===== src/rtl/swcap_pkg.sv =====
// Shared constants for the slide-switch capture responder:
// register addresses, controller states and edge-mode encodings.
package swcap_pkg;

    localparam logic [2:0] ADDR_DATA   = 3'd0;
    localparam logic [2:0] ADDR_MASK   = 3'd1;
    localparam logic [2:0] ADDR_EDGE   = 3'd2;
    localparam logic [2:0] ADDR_STATUS = 3'd3;
    localparam logic [2:0] ADDR_TSTAMP = 3'd4;

    typedef enum logic {
        INIT,
        RUN
    } state_t;

    localparam int EDGE_RISE = 0;
    localparam int EDGE_FALL = 1;
    localparam int EDGE_BOTH = 2;

endpackage


===== src/rtl/swcap_debounce.sv =====
// One switch bit: 2-FF synchroniser, debounce counter and accepted level.
// change pulses combinationally on the cycle stable takes the new level.
module swcap_debounce #(
    parameter int DEBOUNCE_CYCLES = 50000,
    parameter int CNT_W           = $clog2(DEBOUNCE_CYCLES + 2)
) (
    input  logic clk,
    input  logic reset,
    input  logic run,
    input  logic raw,
    output logic sync,
    output logic stable,
    output logic change
);

    logic             meta;
    logic [CNT_W-1:0] cnt;
    logic             differ;

    assign differ = sync != stable;
    assign change = run && differ
                 && (cnt == CNT_W'(DEBOUNCE_CYCLES - 1));

    always_ff @(posedge clk) begin
        if (reset) begin
            meta   <= 1'b0;
            sync   <= 1'b0;
            stable <= 1'b0;
            cnt    <= '0;
        end else begin
            meta <= raw;
            sync <= meta;
            // Before RUN the accepted level simply tracks the pins.
            if (!run || change) begin
                stable <= sync;
                cnt    <= '0;
            end else if (differ) begin
                cnt <= cnt + CNT_W'(1);
            end else begin
                cnt <= '0;
            end
        end
    end

endmodule


===== src/rtl/switch_capture_if.sv =====
// Avalon-MM slide-switch reader with sticky edge flags and maskable irq.
// Define SWCAP_TIMESTAMP_EN to add the edge timestamp register.
module switch_capture_if
    import swcap_pkg::*;
#(
    parameter int WIDTH           = 10,
    parameter int DEBOUNCE_CYCLES = 50000,
    parameter int EDGE_MODE       = 2,
    parameter int CNT_W           = $clog2(DEBOUNCE_CYCLES + 2)
) (
    input  logic             clk,
    input  logic             reset,
    input  logic [WIDTH-1:0] sw_in,
    input  logic [2:0]       avs_address,
    input  logic             avs_read,
    input  logic             avs_write,
    input  logic [31:0]      avs_writedata,
    output logic [31:0]      avs_readdata,
    output logic             irq
);

    state_t           state;
    logic [CNT_W-1:0] init_cnt;
    logic             run;
    logic [WIDTH-1:0] sync;
    logic [WIDTH-1:0] stable;
    logic [WIDTH-1:0] change;
    logic [WIDTH-1:0] edges;
    logic [WIDTH-1:0] w1c;
    logic [WIDTH-1:0] edge_cap;
    logic [WIDTH-1:0] irq_mask;
    logic [31:0]      ts_rd;
    logic [31:0]      rd_mux;

    assign run = state == RUN;

    for (genvar i = 0; i < WIDTH; i++) begin : g_bit
        swcap_debounce #(
            .DEBOUNCE_CYCLES(DEBOUNCE_CYCLES),
            .CNT_W          (CNT_W)
        ) u_db (
            .clk   (clk),
            .reset (reset),
            .run   (run),
            .raw   (sw_in[i]),
            .sync  (sync[i]),
            .stable(stable[i]),
            .change(change[i])
        );
    end

    always_comb begin
        edges = change;
        if (EDGE_MODE == EDGE_RISE) begin
            edges = change & sync;
        end else if (EDGE_MODE == EDGE_FALL) begin
            edges = change & ~sync;
        end
    end

    assign w1c = (avs_write && avs_address == ADDR_EDGE)
               ? avs_writedata[WIDTH-1:0] : '0;

    always_ff @(posedge clk) begin
        if (reset) begin
            state    <= INIT;
            init_cnt <= '0;
        end else begin
            case (state)
                INIT: begin
                    if (init_cnt == CNT_W'(DEBOUNCE_CYCLES + 1)) begin
                        state    <= RUN;
                        init_cnt <= '0;
                    end else begin
                        init_cnt <= init_cnt + CNT_W'(1);
                    end
                end
                RUN:     state <= RUN;
                default: state <= INIT;
            endcase
        end
    end

    // A new edge in the same cycle as its W1C leaves the flag set.
    always_ff @(posedge clk) begin
        if (reset) begin
            edge_cap <= '0;
            irq_mask <= '0;
            irq      <= 1'b0;
        end else begin
            edge_cap <= (edge_cap & ~w1c) | edges;
            irq      <= |(edge_cap & irq_mask);
            if (avs_write && avs_address == ADDR_MASK) begin
                irq_mask <= avs_writedata[WIDTH-1:0];
            end
        end
    end

`ifdef SWCAP_TIMESTAMP_EN
    logic [31:0] tcount;
    logic [31:0] tstamp;

    always_ff @(posedge clk) begin
        if (reset) begin
            tcount <= '0;
            tstamp <= '0;
        end else begin
            tcount <= tcount + 32'd1;
            if (|edges) begin
                tstamp <= tcount;
            end
        end
    end

    assign ts_rd = tstamp;
`else
    assign ts_rd = '0;
`endif

    always_comb begin
        rd_mux = '0;
        case (avs_address)
            ADDR_DATA:   rd_mux = 32'(stable);
            ADDR_MASK:   rd_mux = 32'(irq_mask);
            ADDR_EDGE:   rd_mux = 32'(edge_cap);
            ADDR_STATUS: rd_mux = {30'd0, irq, run};
            ADDR_TSTAMP: rd_mux = ts_rd;
            default:     rd_mux = '0;
        endcase
    end

    always_ff @(posedge clk) begin
        if (reset) begin
            avs_readdata <= '0;
        end else if (avs_read) begin
            avs_readdata <= rd_mux;
        end
    end

endmodule


===== config.mk =====
export PLATFORM = sky130hd
export DESIGN_NAME = switch_capture_if
export DESIGN_NICKNAME = d
export VERILOG_FILES = /design/src/rtl/swcap_pkg.sv /design/src/rtl/swcap_debounce.sv /design/src/rtl/switch_capture_if.sv
export SDC_FILE = /design/constraint.sdc
export NUM_CORES = 1
export LEC_CHECK = 0
export BUFFER_PORTS_ARGS = -buffer_cell sky130_fd_sc_hd__buf_2
export CORE_MARGIN = 8
export CORE_UTILIZATION = 55
export CTS_CLUSTER_DIAMETER = 150
export DETAILED_ROUTE_END_ITERATION = 12
export GPL_ROUTABILITY_DRIVEN = 0
export PLACE_DENSITY = 0.74
export SETUP_SLACK_MARGIN = 0.5
export SYNTH_ARGS = -nofsm -noshare
export SYNTH_HDL_FRONTEND = slang
export SYNTH_HIERARCHICAL = 1
export SYNTH_SLANG_ARGS = --single-unit

===== constraint.sdc =====
create_clock -name clk -period 2.6 [get_ports clk]
set_clock_uncertainty 0.2 [all_clocks]
set_input_delay 0.26 -clock clk [delete_from_list [all_inputs] [get_ports clk]]
set_output_delay 0.26 -clock clk [all_outputs]
set_load 0.005 [all_outputs]

==> flow_summary.yaml, run 1 <==
synthesis:
  ys_top_cells_by_count: "238 x dfxtp_1, 127 x nor2_1, 92 x nand3_1"
  syn-cell-area_sq_um: 11900
  synthCells: 1264
  postSynthAreaPerCell_sq_um: 9.39
  ys_warn_count: 6
  synth_area_leaders: "dfxtp_1 40%, nor2_4 7.6%, xnor2_1 6.6%, xor2_1 4.8%, nor2_1 4.0%"
  yosysMostFrequentCell: "dfxtp_1"
  synth_flop_cell: "dfxtp_1"
  synthArstFlopShare_pct: 0
  yosysTopAreaCellShare_pct: 40.1
  synth-seq-cells: 238
  ys_seq_area_share_pct: 40.1
  yosys.area.top_type: "dfxtp_1"
  synth_cell_types: 47
  synth_edf_count: 0
floorplanning:
  rows: 53
  core-area_sq_um: 21100
  initial_core_util_pct: 56.3
  die-area_sq_um: 26500
  ios: 82
  die_y_um: 163
  die_w_um: 163
timing:
  slew_headroom_pct: 45.4
  finalSetupViolations: 0
  fmax_ghz: 0.510
  worst_slew_pin_slew_ns: 0.820
  setup_ws_ns: 0.640
  rsz0062_at_grt: "false"
  finalMaxSlewViolations: 0
  min_period_over_period_pct: 75.4
  post-route-min-period_ns: 1.96
  setup_tns_ns: 0
  hold_viol_final: 0
run:
  cap_violations: 0
clocking:
  cts_setup_buffers: 0
  ctsResizeCount: 0
  cts_tree: "done"
  clock-root-buffer: "clkbuf_16"
  ctsLongestPathBuffers: 3
  cts.clk_slew.worst_paths_ns: 0.06
  insertion_delay_ns: 0.54
  clock_tree.htree_level_count: 1
  ctsHoldBuffers: 22
  cts_buffers: 26
  clock_sinks: 238
route:
  dr.pass1.iters: 5
  routed_via_density: 5.40
  wirelength_um: 22400
  vias: 8702
  avgRoutedWirePerCell_um: 13.9
  ant_nets: 0
  drt_iter0_markers: 493
  drc: 0
final_layout:
  utilization_pct: 62.0
  num_antenna_cells: 0
  fin_nets: 1379
  areaGrowthSynthToFinish_pct: 10.2
  final_layout_size_suffix_gt1_share_pct: 17.1
  final_cell_area_sq_um: 13100
  final.fill_count: 1810
placed_design:
  post-place-ws_ns: 0.652
  dp_hpwl_um: 15600
  dpl_cell_area_sq_um: 12000
  numPortBuffers: 37
setup_path:
  crit_arrival_ns: 2.21
  timing.rr.start: "g_bit[1].u_db/cnt[0]"
  crit_start: "g_bit[1].u_db/cnt[0]"
  setup.worst_path.end_class: "register"
  worstSetupPathType: "register to register"
  cp.required_ns: 2.85
  r2r_slack_ns: 0.64
  startpoint_type: "register"
  crit_fanout: 16
pwr:
  powerDensity_nw_per_um2: 565
  peakVddDrop_mv: 0.532
  cellLeakagePower_nw: 3.94
  p_total_w: 0.00739
global_routing:
  grt_pass1_wl_um: 38200
  gr-usage-all-layers_pct: 16.6
  grt_pass1_vias: 8062
  grt_start_max_net_pins: 44
  antenna_found_initial: 0
  gr-total-overflow: 0
status:
  outcome: "finished, final reports clean"
min_path:
  hp-class: "input pin to register"
  min_from: "avs_address[1]"
-- logic make-up after synthesis --
| logic type | after synthesis | synth area share, % |
|---|---|---|
| AO/OA/AOI/OAI | 89 | 4.44 |
| XOR/XNOR | 154 | 11.4 |
| adder cells (fa/ha/maj) | 12 | 1.26 |
| buffers and inverters | 108 | 6.36 |
| flip-flops | 238 | 40.1 |
| multiplexers | 10 | 1.05 |
| other | 1 | 0.0316 |
| AND/OR/NAND/NOR | 652 | 35.4 |
-- cell usage in the layout, fill, tap and decap left out, drive strengths merged, types with 10 or more instances in the layout --
| cell | n |
|---|---|
| dfxtp | 238 |
| nor2 | 227 |
| nand3 | 92 |
| xnor2 | 89 |
| nand2 | 66 |
| xor2 | 65 |
| buf | 59 |
| a21oi | 52 |
| nand4 | 45 |
| nor4 | 42 |
| clkbuf | 35 |
| nor2b | 33 |
| inv | 32 |
| nor3 | 23 |
| nor4bb | 23 |
| conb | 22 |
| dlygate4sd3 | 22 |
| and4 | 20 |
| and3 | 20 |
| and4bb | 12 |
| ha | 12 |
| nor4b | 11 |
| o31ai | 11 |
| or4 | 11 |
| clkinv | 11 |
| or3 | 10 |
| nand3b | 10 |
| o21ai | 10 |
-- flip-flops by register name (all words and copies together), names as in the netlist --
register,count
g_bit.u_db/cnt,160
init_cnt,16
avs_readdata,10
edge_cap,10
g_bit.u_db/meta,10
g_bit.u_db/stable,10
g_bit.u_db/sync,10
irq_mask,10
irq,1
run,1
-- final cells by class --
| cell class | instances | area, sq um | share of cell area, % |
|---|---|---|---|
| Sequential cell | 238 | 4760 | 36.4 |
| Timing Repair Buffer | 81 | 571 | 4.36 |
| Multi-Input combinational cell | 939 | 6440 | 49.3 |
| Clock buffer | 35 | 734 | 5.62 |
| Inverter | 32 | 120 | 0.918 |
| Clock inverter | 12 | 100 | 0.765 |
| Tap cell | 275 | 344 | 2.63 |
-- worst paths after layout --
check	end	cells after the start
setup / recovery	g_bit[1].u_db/cnt[2]	6
hold / removal	avs_readdata[5]	4
setup reg to reg	g_bit[1].u_db/cnt[2]	6
hold reg to reg	g_bit[1].u_db/sync	1
-- through the flow --
stage | hold slack (ns) | std cells
finish | 0.0671 | 1612
global route | 0.0819 | 1612
CTS | 0.0495 | 1612
detailed placement | 0.228 | 1543
global placement | 0.217 | 1543
floorplan | 0.129 | 1285
-- critical path, stage by stage, from the launching register on --
cell	delay, ns
dfxtp_1	0.35
ha_1	0.25
and3_4	0.21
and4_1	0.17
or3_1	0.30
buf_4	0.24
nor2_1	0.15
-- metal layers --
metal  up-vias  part of all wire [%]  GRT usage (%)
met4         0                   1.8           4.42
met1      4047                    48           22.2
li1       4477                     -              -
met3        31                   4.7           2.83
met5         -                     0              0
met2       147                    46           27.3
-- report_power, final --
part	switching [W]	internal (W)
Combinational	0.0000884	0.0000789
Sequential	0.0000189	0.00367
Clock	0.00145	0.00208
(Power assumes the default switching activity.)
==> run 2, diff against run 1 <==
--- a/config.mk
+++ b/config.mk
@@ -11,7 +11,7 @@
 export CTS_CLUSTER_DIAMETER = 150
 export DETAILED_ROUTE_END_ITERATION = 12
 export GPL_ROUTABILITY_DRIVEN = 0
-export PLACE_DENSITY = 0.74
+export PLACE_DENSITY = 0.77
 export SETUP_SLACK_MARGIN = 0.5
 export SYNTH_ARGS = -nofsm -noshare
 export SYNTH_HDL_FRONTEND = slang
==> constraint.sdc (replaced) <==
create_clock -name clk -period 1.64 [get_ports clk]
set_clock_uncertainty 0.2 [all_clocks]
set_input_delay 0.164 -clock clk [delete_from_list [all_inputs] [get_ports clk]]
set_output_delay 0.164 -clock clk [all_outputs]
set_load 0.005 [all_outputs]
==> flow_summary.yaml, run 2 (synthesis gave the netlist of run 1 again) <==
clocking:
  cts.clk_slew.worst_paths_ns: 0.06
  ctsLongestPathBuffers: 3
  insertion_delay_ns: 0.54
  clock_tree.htree_level_count: 1
  clock_sinks: 238
  cts_tree: "done"
  ctsHoldBuffers: 23
  clock-root-buffer: "clkbuf_16"
  cts_buffers: 26
setup_path:
  startpoint_type: "register"
  cp.required_ns: 1.85
  worstSetupPathType: "register to register"
  r2r-end: "init_cnt[14]"
  setup.worst_path.end_class: "register"
  timing.rr.start: "init_cnt[1]"
  crit_slowest_cell: "dfxtp_4"
  max_stage_delay_ns: 0.36
  r2r_slack_ns: -0.23
  r2r_cells: 7
  crit_arrival_ns: 2.08
  crit_fanout: 8
  path_cells: "inv_2, ha_4, nor4bb_4, nand4_1, o21bai_1, buf_4, nor2_1"
final_layout:
  final_cell_area_sq_um: 17200
  final_layout_size_suffix_gt1_share_pct: 49.6
  layout_commonest_cell: "buf_4"
  fin_nets: 1624
  areaGrowthSynthToFinish_pct: 44.9
  top_regs: "g_bit.u_db/cnt x160, init_cnt x16"
  largest_reg_flops: 160
  regMostFlops: "g_bit.u_db/cnt"
  final_cell_mix: "215 x buf_4, 158 x dfxtp_1, 136 x nor2_4"
placed_design:
  post-place-ws_ns: -0.129
  numPortBuffers: 37
  dp_hpwl_um: 19400
  dpl_cell_area_sq_um: 13900
timing:
  fin_hold_ws_ns: -0.164
  worst_slew_pin_slew_ns: 0.993
  rsz0062_at_grt: "true"
  hold_viol_final: 23
  fmax_ghz: 0.535
  setup_ws_ns: -0.228
  finalSetupViolations: 182
  slew_headroom_pct: 33.7
  min_period_over_period_pct: 114
  finalMaxSlewViolations: 0
  post-route-min-period_ns: 1.87
global_routing:
  antenna_found_initial: 2
  grt_pass1_wl_um: 52500
  grt_pass1_vias: 10900
  gr-total-overflow: 0
  grt_start_max_net_pins: 35
  gr-usage-all-layers_pct: 23.7
floorplanning:
  die_w_um: 163
  die-area_sq_um: 26500
  initial_core_util_pct: 56.3
  core-area_sq_um: 21100
  rows: 53
  ios: 82
  die_y_um: 163
status:
  violations: "negative hold slack, negative setup slack"
  outcome: "finished, violations left"
min_path:
  min_from: "reset"
  hp-class: "input pin to register"
  hold_path_end: "g_bit[4].u_db/stable"
  min_path_cells: 3
pwr:
  p_total_w: 0.0123
  cellLeakagePower_nw: 5.60
  powerDensity_nw_per_um2: 714
  peakVddDrop_mv: 0.895
route:
  drc: 0
  routed_via_density: 6.01
  wirelength_um: 38600
  ant_nets: 0
  avgRoutedWirePerCell_um: 20.8
  dr.pass1.iters: 5
  vias: 11200
  drt_iter0_markers: 888
run:
  cap_violations: 0
## run 2: cell count changes in the layout (fill, tap and decap cells not counted), sizes merged
cell          previous run  this run
clkinv                  11         8
bufinv                   1         2
diode                    0         1
clkbuf                  35        37
dlymetal6s4s             0         1
buf                     59       299
inv                     32        34
clkinvlp                 0         2
## run 2: critical path, delay by kind of cell, from the launching register on
| kind | cells | cell delay (ns) |
|---|---|---|
| flops | 1 | 0.36 |
| simple gates | 3 | 0.51 |
| fa+ha+maj | 1 | 0.12 |
| compound gates | 1 | 0.26 |
| buf+inv | 2 | 0.30 |
## run 2: timing repair
item | 4_1_cts | 5_1_grt
gates resized for setup | 190 | 262
cloned | 4 | 4
setup endpoints to repair | 214 | 219
setup buffers | 15 | 9
endpoints found under the hold margin | 48 | 26
pin swaps | 76 | 67
## run 2: worst max-delay path by stage
stage,slack [ns],to,cells after the start,startpoint
CTS,-0.11,g_bit[9].u_db/cnt[14],6,g_bit[9].u_db/cnt[1]
global route,-0.26,init_cnt[14],7,init_cnt[1]
floorplan,-0.14,g_bit[1].u_db/cnt[11],7,g_bit[1].u_db/cnt[0]
detailed placement,-0.13,g_bit[3].u_db/cnt[15],5,g_bit[3].u_db/cnt[9]
global placement,-0.08,g_bit[5].u_db/cnt[15],6,g_bit[5].u_db/cnt[0]
finish,-0.23,init_cnt[14],7,init_cnt[1]
## run 2: power by group
part / leakage [nW] / total, W / internal, W / switching (W)
registers: 1.97 / 0.00584 / 0.00581 / 0.0000350
clock network: 0.436 / 0.00608 / 0.00352 / 0.00255
logic: 3.20 / 0.000366 / 0.000165 / 0.000201
total: 5.60 / 0.0123 / 0.00949 / 0.00279
## run 2: metrics by stage
stage	cells	utilization (%)	TNS [ns]	hold slack, ns
after floorplan	1285	-	-12.18	0.0331
after global placement	1755	65.7	-6.02	0.173
after detailed placement	1755	65.7	-11.28	0.177
after CTS	1844	75.6	-9.97	-0.178
after global routing	1858	81.6	-24.48	-0.158
final	1858	81.6	-19.49	-0.164
## run 2: final cells by class
type	instances	area, sq um
multi-input combinational	939	8050
sequential	238	4890
fill	1015	3880
timing repair buffer	326	2900
clock buffer	33	738
tap	275	344
clock inverter	14	149
inverter	32	120
antenna	1	2.50
## run 2: per-layer routing
layer	routed length (um)	vias to the layer above	track usage, %
li1	-	4979	-
met1	13700	5400	26.6
met2	20000	567	43.4
met3	2530	216	3.54
met4	2390	2	10.5
met5	13	-	0
==> run 3, diff against run 2 <==
--- a/config.mk
+++ b/config.mk
@@ -11,7 +11,7 @@
 export CTS_CLUSTER_DIAMETER = 150
 export DETAILED_ROUTE_END_ITERATION = 12
 export GPL_ROUTABILITY_DRIVEN = 0
-export PLACE_DENSITY = 0.77
+export PLACE_DENSITY = 0.74
 export SETUP_SLACK_MARGIN = 0.5
 export SYNTH_ARGS = -nofsm -noshare
 export SYNTH_HDL_FRONTEND = slang
==> constraint.sdc (replaced) <==
create_clock -name clk -period 2.4 [get_ports clk]
set_clock_uncertainty 0.2 [all_clocks]
set_input_delay 0.24 -clock clk [delete_from_list [all_inputs] [get_ports clk]]
set_output_delay 0.24 -clock clk [all_outputs]
set_load 0.005 [all_outputs]
==> flow_summary.yaml, run 3 (synthesis gave the netlist of run 1 again) <==
status:
  outcome: "finished, final reports clean"
route:
  drt_iter0_markers: 371
  ant_nets: 0
  routed_via_density: 5.50
  vias: 8983
  dr.pass1.iters: 4
  wirelength_um: 23600
  drc: 0
  avgRoutedWirePerCell_um: 14.5
pwr:
  peakVddDrop_mv: 0.545
  powerDensity_nw_per_um2: 615
  cellLeakagePower_nw: 4.16
clocking:
  cts.clk_slew.worst_paths_ns: 0.06
  clock_sinks: 238
  clock-root-buffer: "clkbuf_16"
  cts_buffers: 26
  insertion_delay_ns: 0.52
  clock_tree.htree_level_count: 1
  ctsLongestPathBuffers: 3
  cts_tree: "done"
setup_path:
  r2r_cells: 6
  setup.worst_path.end_class: "register"
  cp.buffers_inverters: 1
  startpoint_type: "register"
  crit_arrival_ns: 2.09
  worstSetupPathType: "register to register"
  crit_slowest_cell: "or3_4"
  r2r_slack_ns: 0.57
  cp.required_ns: 2.65
  max_stage_delay_ns: 0.35
  path_cells: "ha_2, and3_4, and4_1, or3_4, buf_12, a21oi_1"
  crit_family: "simple AND/OR/NAND/NOR gates"
  cp.depth: 6
  crit_fanout: 16
timing:
  min_period_over_period_pct: 76.4
  setup_tns_ns: 0
  finalMaxSlewViolations: 0
  rsz0062_at_grt: "false"
  fmax_ghz: 0.545
  setup_ws_ns: 0.566
  post-route-min-period_ns: 1.83
  hold_viol_final: 0
  finalSetupViolations: 0
  worst_slew_pin_slew_ns: 0.825
  slew_headroom_pct: 44.9
final_layout:
  multi_input_area_sq_um: 6540
  layout_commonest_cell: "dfxtp_1"
  final_cell_mix: "224 x dfxtp_1, 125 x nor2_1, 92 x nand3_1"
  final_layout_size_suffix_gt1_share_pct: 20.5
  areaGrowthSynthToFinish_pct: 14.7
  regArea_sq_um: 4780
  num_antenna_cells: 0
  top_regs: "g_bit.u_db/cnt x160, init_cnt x16"
  regMostFlops: "g_bit.u_db/cnt"
  largest_reg_flops: 160
  final.fill_count: 1748
  fin_nets: 1399
floorplanning:
  die-area_sq_um: 26500
  core-area_sq_um: 21100
  initial_core_util_pct: 56.3
  ios: 82
  die_y_um: 163
  die_w_um: 163
  rows: 53
placed_design:
  post-place-ws_ns: 0.404
  numPortBuffers: 37
  dp_hpwl_um: 15600
global_routing:
  gr-usage-all-layers_pct: 17.2
  grt_pass1_vias: 8564
  grt_start_max_net_pins: 47
  gr-total-overflow: 0
  grt_pass1_wl_um: 39400
  antenna_found_initial: 0
run:
  cap_violations: 0
min_path:
  min_path_cells: 5
  hp-class: "input pin to register"
==> run 3: final timing paths <==
kind                   startpoint                     to
max          g_bit[3].u_db/cnt[0]  g_bit[3].u_db/cnt[15]
min                avs_address[2]            irq_mask[4]
max reg2reg  g_bit[3].u_db/cnt[0]  g_bit[3].u_db/cnt[15]
min reg2reg    g_bit[4].u_db/meta     g_bit[4].u_db/sync
==> run 3: through the flow <==
step           instance area, sq um  std cells  util, %  power, W  hold slack [ns]
3_5_place_dp                  12000       1541     57.0   0.00424            0.221
2_1_floorplan                 12000       1285        -   0.00419            0.109
5_1_grt                       13600       1633     64.6   0.00864           0.0253
6_report                      13600       1633     64.6   0.00837           0.0172
4_1_cts                       13400       1626     63.7   0.00847         0.000899
3_3_place_gp                  12000       1541     57.0   0.00424            0.220
==> run 3: what timing repair did <==
item / CTS / global route
gates resized for setup: 29 / 40
setup buffers: 0 / 7
setup endpoints to repair: 147 / 169
pin swaps: 0 / 2
hold buffers: 37 / 0
endpoints found under the hold margin: 58 / 0
==> run 3: power breakdown <==
group	switching, W	leakage [nW]	internal (W)
combinational	0.000101	1.77	0.0000989
clock	0.00161	0.461	0.00256
sequential	0.0000216	1.93	0.00398
==> run 3: area by class of cell <==
| type | count | area share, % |
|---|---|---|
| multi-input cells | 939 | 48.0 |
| well taps | 275 | 2.53 |
| repair buffers | 101 | 6.64 |
| clock inverters | 15 | 1.22 |
| flip-flops and latches | 238 | 35.1 |
| inverters | 32 | 0.882 |
| clock buffers | 33 | 5.57 |
==> run 3: routing by layer <==
layer  vias to the layer above  part of all wire (%)  track usage [%]
met5                         -                     0                0
met4                         0                   2.4             5.05
met3                        40                   3.7             2.65
met2                       155                    47             28.4
met1                      4250                    47             22.8
li1                       4538                     -                -
==> run 3: worst min-delay path, cell delays in order <==
cell	delay, ns
buf_2	0.13
nor4bb_2	0.06
buf_4	0.15
nand2_1	0.06
a21oi_1	0.05
